## src/rtl/uart_pkg.sv

```systemverilog
// Shared types and constants for the UART transmit scheduler.
package uart_pkg;

  localparam int unsigned UART_DATA_W = 8;

  typedef enum logic [2:0] {
    IDLE,
    LOAD,
    START,
    WAIT,
    GAP
  } sched_state_e;

endpackage

```

## src/rtl/uart_tx_sched_if.sv

```systemverilog
// Requester-side valid/ready byte bus shared by all producers of the UART scheduler.
interface uart_tx_sched_if
  import uart_pkg::*;
#(
  parameter int unsigned N_REQ  = 2,
  parameter int unsigned DATA_W = UART_DATA_W
);

  logic [N_REQ-1:0]        req_valid;
  logic [N_REQ*DATA_W-1:0] req_data;
  logic [N_REQ-1:0]        req_last;
  logic [N_REQ-1:0]        req_ready;

  modport master (
    output req_valid,
    output req_data,
    output req_last,
    input  req_ready
  );

  modport slave (
    input  req_valid,
    input  req_data,
    input  req_last,
    output req_ready
  );

endinterface

```

## src/rtl/uart_rr_arbiter.sv

```systemverilog
// Combinational round-robin pick: first eligible index after the pointer, wrapping.
module uart_rr_arbiter #(
  parameter int unsigned N_REQ = 2,
  parameter int unsigned IDX_W = $clog2(N_REQ)
) (
  input  logic [N_REQ-1:0] eligible_i,
  input  logic [IDX_W-1:0] ptr_i,
  output logic [N_REQ-1:0] grant_o,
  output logic [IDX_W-1:0] idx_o,
  output logic             any_o
);

  logic [IDX_W-1:0] cand;
  logic             found;

  always_comb begin
    cand  = '0;
    found = 1'b0;
    idx_o = '0;
    for (int unsigned off = 1; off <= N_REQ; off++) begin
      cand = IDX_W'((32'(ptr_i) + off) % N_REQ);
      if (!found && eligible_i[cand]) begin
        found = 1'b1;
        idx_o = cand;
      end
    end
    any_o   = found;
    grant_o = found ? (N_REQ'(1) << idx_o) : '0;
  end

endmodule

```

## src/rtl/uart_tx_sched.sv

```systemverilog
// Shares one UART transmitter between N_REQ byte producers: round-robin with
// packet locking, load/start/wait handshake sequencing and an optional idle gap.
module uart_tx_sched
  import uart_pkg::*;
#(
  parameter int unsigned N_REQ      = 2,
  parameter int unsigned DATA_W     = UART_DATA_W,
  parameter int unsigned GAP_CYCLES = 16
) (
  input  logic               clk_i,
  input  logic               rst_ni,
  input  logic               en_i,
  uart_tx_sched_if.slave     req_if,
  output logic [N_REQ-1:0]   grant_o,
  output logic [DATA_W-1:0]  tx_data_o,
  output logic               tx_byte_ready_o,
  output logic               tx_t_byte_o,
  input  logic               tx_done_i,
  output logic               busy_o
);

  localparam int unsigned IDX_W = $clog2(N_REQ);
  localparam int unsigned GAP_W = (GAP_CYCLES > 1) ? $clog2(GAP_CYCLES) : 1;

  sched_state_e      state_q, state_d;
  logic [IDX_W-1:0]  ptr_q, ptr_d;
  logic              lock_q, lock_d;
  logic [GAP_W-1:0]  cnt_q, cnt_d;
  logic [DATA_W-1:0] data_q, data_d;
  logic [N_REQ-1:0]  grant_q, grant_d;

  logic [N_REQ-1:0]  eligible;
  logic [N_REQ-1:0]  win_grant;
  logic [IDX_W-1:0]  win_idx;
  logic              win_any;
  logic [DATA_W-1:0] sel_data;
  logic              accept_c;
  logic [N_REQ-1:0]  ready_c;

  // A set lock restricts arbitration to the previous winner until it sends last=1.
  assign eligible = lock_q ? (req_if.req_valid & (N_REQ'(1) << ptr_q)) : req_if.req_valid;

  uart_rr_arbiter #(
    .N_REQ (N_REQ),
    .IDX_W (IDX_W)
  ) u_arb (
    .eligible_i (eligible),
    .ptr_i      (ptr_q),
    .grant_o    (win_grant),
    .idx_o      (win_idx),
    .any_o      (win_any)
  );

  always_comb begin
    sel_data = '0;
    for (int unsigned k = 0; k < N_REQ; k++) begin
      if (win_idx == IDX_W'(k)) sel_data = req_if.req_data[k*DATA_W +: DATA_W];
    end
  end

  assign accept_c = rst_ni && en_i && (state_q == IDLE) && win_any;

  always_ff @(posedge clk_i or negedge rst_ni) begin
    if (!rst_ni) state_q <= IDLE;
    else         state_q <= state_d;
  end

  always_comb begin
    state_d = state_q;
    if (en_i) begin
      case (state_q)
        IDLE:    if (win_any) state_d = LOAD;
        LOAD:    state_d = START;
        START:   state_d = WAIT;
        WAIT:    if (tx_done_i) state_d = (GAP_CYCLES == 0) ? IDLE : GAP;
        GAP:     if (cnt_q == '0) state_d = IDLE;
        default: state_d = IDLE;
      endcase
    end
  end

  always_comb begin
    ready_c         = '0;
    tx_byte_ready_o = 1'b0;
    tx_t_byte_o     = 1'b0;
    ptr_d           = ptr_q;
    lock_d          = lock_q;
    cnt_d           = cnt_q;
    data_d          = data_q;
    grant_d         = grant_q;
    if (accept_c) begin
      ready_c = win_grant;
      data_d  = sel_data;
      grant_d = win_grant;
      ptr_d   = win_idx;
      lock_d  = ~req_if.req_last[win_idx];
    end
    if (en_i) begin
      case (state_q)
        LOAD:  tx_byte_ready_o = 1'b1;
        START: tx_t_byte_o     = 1'b1;
        WAIT: begin
          if (tx_done_i) begin
            grant_d = '0;
            if (GAP_CYCLES != 0) cnt_d = GAP_W'(GAP_CYCLES - 1);
          end
        end
        GAP:     if (cnt_q != '0) cnt_d = cnt_q - GAP_W'(1);
        default: ;
      endcase
    end
  end

  always_ff @(posedge clk_i or negedge rst_ni) begin
    if (!rst_ni) begin
      ptr_q   <= IDX_W'(N_REQ - 1);
      lock_q  <= 1'b0;
      cnt_q   <= '0;
      data_q  <= '0;
      grant_q <= '0;
    end else begin
      ptr_q   <= ptr_d;
      lock_q  <= lock_d;
      cnt_q   <= cnt_d;
      data_q  <= data_d;
      grant_q <= grant_d;
    end
  end

  assign req_if.req_ready = ready_c;
  assign grant_o          = grant_q;
  assign tx_data_o        = data_q;
  assign busy_o           = (state_q != IDLE);

endmodule

```

## src/flat_wrapper.sv

```systemverilog
// flat-port wrapper written by rule: the top's interface ports become plain ports
module uart_tx_sched_flat import uart_pkg::*;
#(
  parameter int unsigned N_REQ      = 2,
  parameter int unsigned DATA_W     = UART_DATA_W,
  parameter int unsigned GAP_CYCLES = 16
)
  (clk_i, rst_ni, en_i, grant_o, tx_data_o, tx_byte_ready_o, tx_t_byte_o, tx_done_i, busy_o, req_if_req_valid, req_if_req_data, req_if_req_last, req_if_req_ready);
  uart_tx_sched_if #(.N_REQ(N_REQ), .DATA_W(DATA_W)) req_if_i ();
  input  logic clk_i;
  input  logic rst_ni;
  input  logic en_i;
  output logic [N_REQ-1:0] grant_o;
  output logic [DATA_W-1:0] tx_data_o;
  output logic tx_byte_ready_o;
  output logic tx_t_byte_o;
  input  logic tx_done_i;
  output logic busy_o;
  input wire logic [$bits(req_if_i.req_valid)-1:0] req_if_req_valid;
  input wire logic [$bits(req_if_i.req_data)-1:0] req_if_req_data;
  input wire logic [$bits(req_if_i.req_last)-1:0] req_if_req_last;
  output wire logic [$bits(req_if_i.req_ready)-1:0] req_if_req_ready;
  assign req_if_i.req_valid = req_if_req_valid;
  assign req_if_i.req_data = req_if_req_data;
  assign req_if_i.req_last = req_if_req_last;
  assign req_if_req_ready = req_if_i.req_ready;
  uart_tx_sched #(.N_REQ(N_REQ), .DATA_W(DATA_W), .GAP_CYCLES(GAP_CYCLES)) u_core (.clk_i(clk_i), .rst_ni(rst_ni), .en_i(en_i), .req_if(req_if_i), .grant_o(grant_o), .tx_data_o(tx_data_o), .tx_byte_ready_o(tx_byte_ready_o), .tx_t_byte_o(tx_t_byte_o), .tx_done_i(tx_done_i), .busy_o(busy_o));
endmodule
```

## config.mk

```make
export PLATFORM = sky130hd
export DESIGN_NAME = uart_tx_sched_flat
export DESIGN_NICKNAME = d
export VERILOG_FILES = /design/src/rtl/uart_pkg.sv /design/src/rtl/uart_tx_sched_if.sv /design/src/rtl/uart_rr_arbiter.sv /design/src/rtl/uart_tx_sched.sv /design/src/flat_wrapper.sv
export SDC_FILE = /design/constraint.sdc
export NUM_CORES = 1
export LEC_CHECK = 0
export BUFFER_PORTS_ARGS = -buffer_cell sky130_fd_sc_hd__buf_2
export CAP_MARGIN = 20
export CORE_MARGIN = 2
export CORE_UTILIZATION = 35
export DETAILED_ROUTE_END_ITERATION = 7
export SETUP_SLACK_MARGIN = 0.1
export SLEW_MARGIN = 20
export SYNTH_ARGS = -nofsm -noshare
export SYNTH_HDL_FRONTEND = slang
export SYNTH_SLANG_ARGS = --single-unit
```

## constraint.sdc

```tcl
create_clock -name clk_i -period 2.1 [get_ports clk_i]
set_clock_uncertainty 0.15 [all_clocks]
set_input_delay 0.21 -clock clk_i [delete_from_list [all_inputs] [get_ports clk_i]]
set_output_delay 0.21 -clock clk_i [all_outputs]
set_load 0.02 [all_outputs]
```

Yosys cells after proc, flatten, opt, wreduce, memory -nomap -nowiden
Index checks and enable logic that the tools add are counted.
- output and inout bits: 15
- register bits after elaboration: 19
- input port bits: 24
- word-level logic and storage cells: 65
- order comparisons: 3
- bitwise operators: 2
- equality and inequality tests: 8
- mux-type cells: 29
- reductions and logical operators: 12
- shift-type cells: 2
- add/subtract/negate cells: 3
- operators with widths (operator ; number):
    case mux 3 bit (5 select lines) ; 1
    two-way mux 1 bit ; 14
    two-way mux 2 bit ; 7
    two-way mux 3 bit ; 3
    two-way mux 4 bit ; 2
    two-way mux 8 bit ; 1
    case mux 4 bit (2 select lines) ; 1
    AND reduction 4 bit ; 2
    == test 3 x 2 -> 1 bit, second input constant ; 2
    < comparator 1 x 2 -> 1 bit, second input constant ; 3
    inequality test 2 x 1 -> 1 bit, second input constant ; 3
    logical AND 1 bit ; 4
    zero test 4 bit ; 1
    nonzero test 4 bit ; 1
    left shift 1 x 1 -> 2 bit, first input constant ; 2
    subtractor 4 x 1 -> 4 bit, second input constant ; 1
    == test 3 x 1 -> 1 bit, second input constant ; 1
    == test 3 bit, second input constant ; 1
    zero test 3 bit ; 1
    nonzero test 3 bit ; 1
    adder 1 bit, second input constant ; 2
    bitwise AND 2 bit ; 1
    inequality test 2 bit, second input constant ; 1
    nonzero test 2 bit ; 1
    2 further kinds ; 2

Depth between registers and ports, before layout
Gate-level depths: netlist of the first run.
- depth in word-level cells: 15
- depth in mapped cells: 6
- depth with buffers taken out: 5

Hierarchy
A second synthesis of the first run with hierarchy kept.
- cell total of the unflattened synthesis: 108
- area total of the unflattened synthesis: 1076.0 sq um
- by module, submodules not included (module ; instances ; cells each ; area an instance (sq um) ; seq. area each (sq um)):
    uart_tx_sched ; 1 ; 103 ; 1043.5 ; 476.7
    uart_rr_arbiter ; 1 ; 5 ; 32.5 ; 0.0

Least setup slack after synthesis of the first run
Ideal clock, no wire load.
- path type: register to output
- start: register u_core.ptr_q
- end: output port req_if_req_ready[0]
- arrival: 1376 ps
- slack: 364 ps
- data required time: 1740 ps
- stages on the path, launching flop included: 5
- path buffers: 1
- cell sequence: dfstp_2 > nand2b_1 > o22a_1 > clkbuf_1 > and3_1
- cells in the longest elaborated chain, start to end: 12
- elaborated cells between the ends (all ways): 19
- classes of those cells: add/sub (2); shift (2); mux (11); bitwise (1); reduce/logical (3)
- ends and longest elaborated chain (what ; line ; text):
    start, declared ; uart_tx_sched.sv:26 ; logic [IDX_W-1:0] ptr_q, ptr_d;
    start signal, assigned ; uart_tx_sched.sv:116 ; ptr_q <= IDX_W'(N_REQ - 1);
    start signal, assigned ; uart_tx_sched.sv:122 ; ptr_q <= ptr_d;
    left shift 1 x 1 -> 2 bit ; uart_tx_sched.sv:41 ; assign eligible = lock_q ? (req_if.req_valid & (N_REQ'(1) << ptr_q)) : req_if.req_valid;
    bitwise AND 2 bit ; uart_tx_sched.sv:41 ;
    two-way mux 2 bit ; uart_tx_sched.sv:41 ;
    two-way mux 1 bit (not written as such) (2 in a row) ; uart_rr_arbiter.sv:22 ; if (!found && eligible_i[cand]) begin
    two-way mux 1 bit ; uart_rr_arbiter.sv:22 ;
    zero test 1 bit ; uart_rr_arbiter.sv:22 ;
    logical AND 1 bit ; uart_rr_arbiter.sv:22 ;
    two-way mux 1 bit ; uart_rr_arbiter.sv:22 ;
    left shift 1 x 1 -> 2 bit ; uart_rr_arbiter.sv:28 ; grant_o = found ? (N_REQ'(1) << idx_o) : '0;
    two-way mux 2 bit ; uart_rr_arbiter.sv:28 ;
    two-way mux 2 bit (*) ; uart_tx_sched.sv:91 ; if (accept_c) begin
    end, declared ; flat_wrapper.sv:22 ; output wire logic [$bits(req_if_i.req_ready)-1:0] req_if_req_ready;
Mark *: on every way between the ends. The rest lies on a longest branch, timed or not. The select of a mux whose other input is x is not followed.

Final worst setup path of the first run
Same ends and word-level chain as after synthesis.

==> results of run 1 <==
==> worst max-delay path, stage by stage (launching register included) <==
cell,delay [ps]
dfstp_2,560
a21boi_0,100
o22a_4,270
and3_1,150
buf_2,160
==> cells in the final DEF (no fill, tap or decap), drive strengths merged, types with 2 or more instances in the layout <==
cell type	netlist	layout
dfrtp	18	18
or3	2	2
nor2	7	7
nand2	4	4
clkbuf	1	3
nand3	5	5
buf	4	43
nor3b	2	2
and3	2	2
inv	3	3
a21o	2	2
mux2i	11	11
o21ai	4	4
or2	2	2
nand2b	3	3
a21oi	19	19
==> stage by stage <==
stage	utilization	instance area (um2)	setup slack (ps)	cells	power (mW)
floorplan	-	1010	364	104	1.26
global placement	0.456	1260	393	173	1.52
detailed placement	0.456	1260	310	173	1.55
CTS	0.473	1300	135	178	1.75
global route	0.487	1340	92.1	178	1.93
finish	0.487	1340	202	178	1.78
==> sequential cells by signal, summed over array words and instances, names as in the netlist <==
register / cells
u_core.state_q: 3
u_core.lock_q: 1
u_core.ptr_q: 1
u_core.tx_data_o: 8
u_core.cnt_q: 4
u_core.grant_o: 2
==> final cells by class <==
type                       count  area, um2
clock buffer                   3       22.5
clock inverter                 1       5.00
fill                         276       1410
inverter                       3       11.3
multi-input combinational     77        548
sequential                    19        480
tap                           31       38.8
timing repair buffer          44        238
==> where the power goes <==
part	switching, mW	leakage [nW]	internal (mW)
combinational	0.492	0.442	0.373
sequential	0.172	0.214	0.559
clock	0.112	0.0177	0.0710
total	0.775	0.674	1.00
==> worst max-delay path by stage <==
| stage | slack (ps) | cells after the start | endpoint |
|---|---|---|---|
| after global placement | 390 | 4 | u_core.lock_q |
| after global routing | 90 | 4 | req_if_req_ready[0] |
| after floorplan | 360 | 4 | req_if_req_ready[0] |
| final | 200 | 4 | req_if_req_ready[0] |
| after CTS | 130 | 4 | req_if_req_ready[0] |
| after detailed placement | 310 | 4 | u_core.lock_q |
==> kinds of logic after synthesis <==
logic type	share of synthesized area
AND/OR/NAND/NOR	0.169
AO/OA/AOI/OAI	0.185
flip-flops	0.470
multiplexers	0.120
buffers and inverters	0.0346
XOR/XNOR	0.00864
adder cells (fa/ha/maj)	0.0123
==> cells in the mapped netlist <==
library cell / number
ha_1: 1
a41oi_1: 1
nor2b_1: 1
or2_1: 2
nor3_1: 1
nand3_1: 5
o22a_1: 1
or3b_1: 1
o21ai_1: 2
clkbuf_1: 1
a21boi_0: 1
a21oi_1: 19
xnor2_1: 1
nand2b_1: 3
or3_1: 2
nand2_1: 4
inv_1: 3
mux2i_1: 11
nor2_1: 7
dfstp_2: 1
a31o_1: 1
a21o_1: 2
dfrtp_1: 18
o21ai_0: 2
buf_2: 4
nand3b_1: 1
a32oi_1: 1
a2111oi_2: 1
nor3b_1: 2
and3_1: 2
and2_1: 1
mux2_1: 1
==> timing repair <==
item	CTS	global route
hold buffers	1	0
setup endpoints to repair	2	2
hold endpoints to repair	18	0
buffers inserted	0	0
gates cloned	0	0
resized for setup	5	9
pin swaps	0	1
==> per-layer routing <==
| metal | vias to the layer above | GRT usage |
|---|---|---|
| li1 | 465 | - |
| met1 | 428 | 0.207 |
| met2 | 20 | 0.229 |
| met3 | 2 | 0.0446 |
| met4 | 0 | 0.0399 |
| met5 | - | 0 |
==> impl_results.md, run 1 <==
* Status: completed
* Worst slew pin tran at 451 ps
* Max clock buf depth at 2
* Vias in the first global route at 842
* IO Pins at 39
* Worst slew margin at 0.698
* Net count, final at 173
* Worst setup path start: u_core.ptr_q
* CTS tree: yes
* Pins Over Slew Limit at 0
* First-pass GRT wire length at 3800 um
* Die height at 57.8 um
* Number of synthesized register bits at 19
* Worst r2r src: u_core.state_q[0]
* Worst Hold Class: in2reg
* Number of DRC markers in iteration 0 at 15
* RePlAce Congestion at approximately 0.86
* HPWL Detailed at 1880 um
* Hold WS at 13.8 ps
* Clk sinks at 19
* Initial Util at 0.368
* Highest routed layer: met4
* Syn avg cell area at 9.74 um2
* Detailed Route WL at 2440 um
* Post-route DRC at 0
* Share of cells above drive strength 1 at 0.401
* CP arrival at 1540 ps
* Final period util at 0.904
* Synth top area share at 0.444
* PD cells at 1320 nW/um2
* Net Count, Synth at about 130
* Wire length on met2 at 1180 um
* Clock period minus worst slack at 1900 ps
* Worst-Skew Late Latency at about 300 ps
* Main area contributors after synthesis: dfrtp_1 (44%), mux2i_1 (11%), a21oi_1 (9.4%)
* DR WL/cell at about 14 um
* Synth-to-Final Area Change at 32.6%
* Port Buf Inserts at 38
* WHS Endpoint: u_core.state_q[1]
* Crit path required time at 1740 ps
* CP Class: reg2out
* WHS Path Cells at 2
* Startpoint Class: register
* Biggest area consumer among synthesized cells: dfrtp_1
* Max FO, Critical Path at 8
* Unrepaired setup endpoints after global routing: false
* Maxcap violations at 0
* Final setup fails at 0
* Setup TNS at 0 ps
* Post-route ant nets at 0
* Reg2reg end: u_core.cnt_q[0]
* Largest net degree at the start of global routing at 12
* Critical path capture point type: primary output
* Seq/Total Area, Yosys at 0.470
* Site Rows at 19
* Hold Crit Start: en_i
* 1st-pass router iterations at 4
* Netlist cell types at 32
* Met3 wire len at 117 um
* Final hold violation count at 0
* Placeable Area at between 2000 and 3000 um2
* Yosys Warn Count at 0
* Die ar. at 3340 um2
* Reg2Reg Depth at 4
* Peak supply drop at between 0.0006 and 0.0007 V
* Mapped cell area at 1010 um2
* Leak Pwr at 0.674 nW
* Fmax at 527 MHz
* DR vias at 915
* Wl on met1 at between 1000 and 1500 um
* Avg Vias per Cell at 5.14
* GRT Residual Overflow at 0
* Clock Pin Slew Worst Setup and Hold Paths at 110 ps
* CTS root buffer: clkbuf_4
* CTS buffer count at 3
* GR Util All Layers at 0.150
* Die W at 57.8 um
* # diodes at 0
* CTS H-Tree Depth at 1
* R2R Setup Slk at around 370 ps
* Post-Synthesis Cells at 104
* Initial antenna violation count at 0
No activity file was read; power rests on OpenSTA's default activity.
==> run 2, diff against run 1 <==
--- a/config.mk
+++ b/config.mk
@@ -7,7 +7,7 @@
 export LEC_CHECK = 0
 export BUFFER_PORTS_ARGS = -buffer_cell sky130_fd_sc_hd__buf_2
 export CAP_MARGIN = 20
-export CORE_MARGIN = 2
+export CORE_MARGIN = 3
 export CORE_UTILIZATION = 35
 export DETAILED_ROUTE_END_ITERATION = 7
 export SETUP_SLACK_MARGIN = 0.1
==> impl_results.md, run 2 (synthesized netlist as in run 1, its figures left out) <==
* Status: completed
* R2R Setup Slk at 380 ps (about the same)
* CTS buffer count at 3 (unchanged)
* Number of flip-flops in the largest register at 8 (unchanged)
* Die height at 59.8 um (+3.5%)
* Worst slew pin tran at 515 ps (+63.7 ps)
* Worst r2r src: u_core.state_q[0]
* Placeable Area at 2610 um2 (-5.3%)
* Unrepaired setup endpoints after global routing: true
* GR Layer Usage met3 at 0.0389 (-0.00577)
* Pins Over Slew Limit at 0 (unchanged)
* CP Class: reg2out
* Final core utilization at 0.502 (+0.0146)
* Final Instance Count excl. Fillers at 178 (unchanged)
* WHS Endpoint: u_core.state_q[1]
* Port Buf Inserts at 38 (unchanged)
* Die ar. at 3580 um2 (+7.0%)
* Hold Crit Start: en_i
* Final Instance Area at 1310 um2 (-2.4%)
* CP peak stage delay at 570 ps (about the same)
* Share of power burned in registers at 0.418 (+0.007)
* Final WS setup at 162 ps (-39.7 ps)
* Most common cell after layout, fill and taps aside: buf_2
* Final hold violation count at 0 (unchanged)
* Clk sinks at 19 (unchanged)
* WHS Path Cells at 2 (unchanged)
* Internal power at 0.978 mW (-2.5%)
* Post-route DRC at 0 (unchanged)
* Initial antenna violation count at 0 (unchanged)
* Met2 usage at 0.239 (+0.0103)
* Die W at 59.8 um (+3.5%)
* Leading cell types in the layout, fill and taps excluded: buf_2 (38), a21oi_1 (19), dfrtp_1 (16), mux2i_1 (11), buf_4 (6)
* Max clock buf depth at 2 (unchanged)
* Total chip power at 1.72 mW (-3.1%)
* Fmax at 516 MHz (-2.0%)
* Post-route ant nets at 0 (unchanged)
* CTS root buffer: clkbuf_4
* Clock period minus worst slack at 1940 ps (+39.7 ps)
* Reg2reg end: u_core.cnt_q[1]
* RePlAce Congestion at 0.888 (+3.8%)
* Fill cells at 258 (-6.5%)
* Placed cells at 172 (-0.58%)
* Hold WS at 21.3 ps (+7.52 ps)
* Worst-Skew Late Latency at 290 ps (about the same)
* Largest net degree at the start of global routing at 12 (unchanged)
* CP arrival at 1580 ps (+40 ps)
* First-pass GRT wire length at 3910 um (+2.9%)
* Synth-to-Final Area Change at 29.4%
* Worst slew margin at 0.656 (-0.0426)
* Met1 Use GR at 0.190 (-0.0175)
* Net count, final at 174 (+0.58%)
* CP max-delay cell: dfstp_2
* Maxcap violations at 0 (unchanged)
* Startpoint Class: register
* Detailed Route WL at 2380 um (-2.3%)
* Share of cells above drive strength 1 at 0.378 (-0.0230)
* Setup WS pre-CTS at 369 ps (+58.7 ps)
* Setup TNS at 0 ps (unchanged)
* Grt peak-use layer: met2
* WP buf/inv at 1 (unchanged)
* Clk pwr share at 0.107 (+0.004)
* Vias in the first global route at 907 (+7.7%)
* Initial Util at 0.388 (+0.0204)
* Critical path capture point type: primary output
* Top delay family on crit path: flip-flops
* Final setup fails at 0 (unchanged)
* Final period util at 0.923 (+0.0189)
* Number of DRC markers in iteration 0 at 14 (-1)
* Clock Pin Slew Worst Setup and Hold Paths at 110 ps (about the same)
* Logic pwr share at 0.475 (-0.011)
* CP cell instances: nand2b_1 > nand3_1 > and3_1 > buf_2
* CTS H-Tree Depth at 1 (unchanged)
* Site Rows at 18 (-1)
* IO Pins at 39 (unchanged)
* DR WL/cell at 13.4 um (-2.3%)
* Peak supply drop at 0.000776 V (+19%)
* GRT Residual Overflow at 0 (unchanged)
* Leak Pwr at 0.673 nW (-0.12%)
* CTS tree: yes
* 1st-pass router iterations at 4 (unchanged)
* Worst Hold Class: in2reg
* Reg2Reg Depth at 4 (unchanged)
* Max FO, Critical Path at 4 (-4)
* P_sw at 0.746 mW (-3.8%)
* GR Util All Layers at 0.143 (-0.00619)
* HPWL Detailed at 1850 um (-1.3%)
* Switching fraction of total power at 0.433 (-0.00316)
* Post-DP Area at 1250 um2 (about the same)
* Crit path required time at 1740 ps (about the same)
* # diodes at 0 (unchanged)
* PD cells at 1310 nW/um2 (-0.66%)
* Avg Vias per Cell at 5.17 (+0.55%)
* DR vias at 920 (+0.55%)
-- run 2: what timing repair did --
item,in CTS,in global routing
buffers inserted,0,1
pin swaps,0,1
setup endpoints to repair,2,2
cloned,0,0
hold endpoints to repair,19,0
gates resized for setup,2,4
hold buffers,1,0
-- run 2: final cells by class --
| type | instances | area [um2] | area share |
|---|---|---|---|
| multi-input cells | 77 | 510 | 0.389 |
| flip-flops and latches | 19 | 479 | 0.365 |
| repair buffers | 45 | 245 | 0.187 |
| well taps | 30 | 37.5 | 0.0286 |
| clock buffers | 3 | 22.5 | 0.0172 |
| inverters | 3 | 11.3 | 0.00859 |
| clock inverters | 1 | 5.00 | 0.00382 |
-- run 2: worst max path at each step --
stage,start,endpoint,slack [ps],depth (start not counted)
6_report,u_core.ptr_q,req_if_req_ready[0],160,4
3_5_place_dp,u_core.state_q[0],u_core.lock_q,370,4
3_3_place_gp,u_core.state_q[0],u_core.cnt_q[0],420,4
2_1_floorplan,u_core.ptr_q,req_if_req_ready[0],360,4
5_1_grt,u_core.ptr_q,req_if_req_ready[0],70,4
4_1_cts,u_core.state_q[2],req_if_req_ready[0],100,4
-- run 2: worst reg2reg max path, stage by stage (launching register included) --
cell     delay (ps)
dfrtp_2         470
or3b_1          430
a21o_1          180
or2_1           250
mux2i_1         130
-- run 2: per-layer routing --
layer  vias up  share of wire
met3         0          0.044
met5         -              0
met2        19           0.51
met1       437           0.44
met4         0              0
li1        464              -
-- run 2: power by group through the flow --
stage	registers, mW	clock network [mW]	logic [mW]
global route	0.761	0.207	0.914
CTS	0.717	0.195	0.828
finish	0.721	0.185	0.818
global placement	0.712	0	0.805
detailed placement	0.720	0	0.820
floorplan	0.798	0	0.467
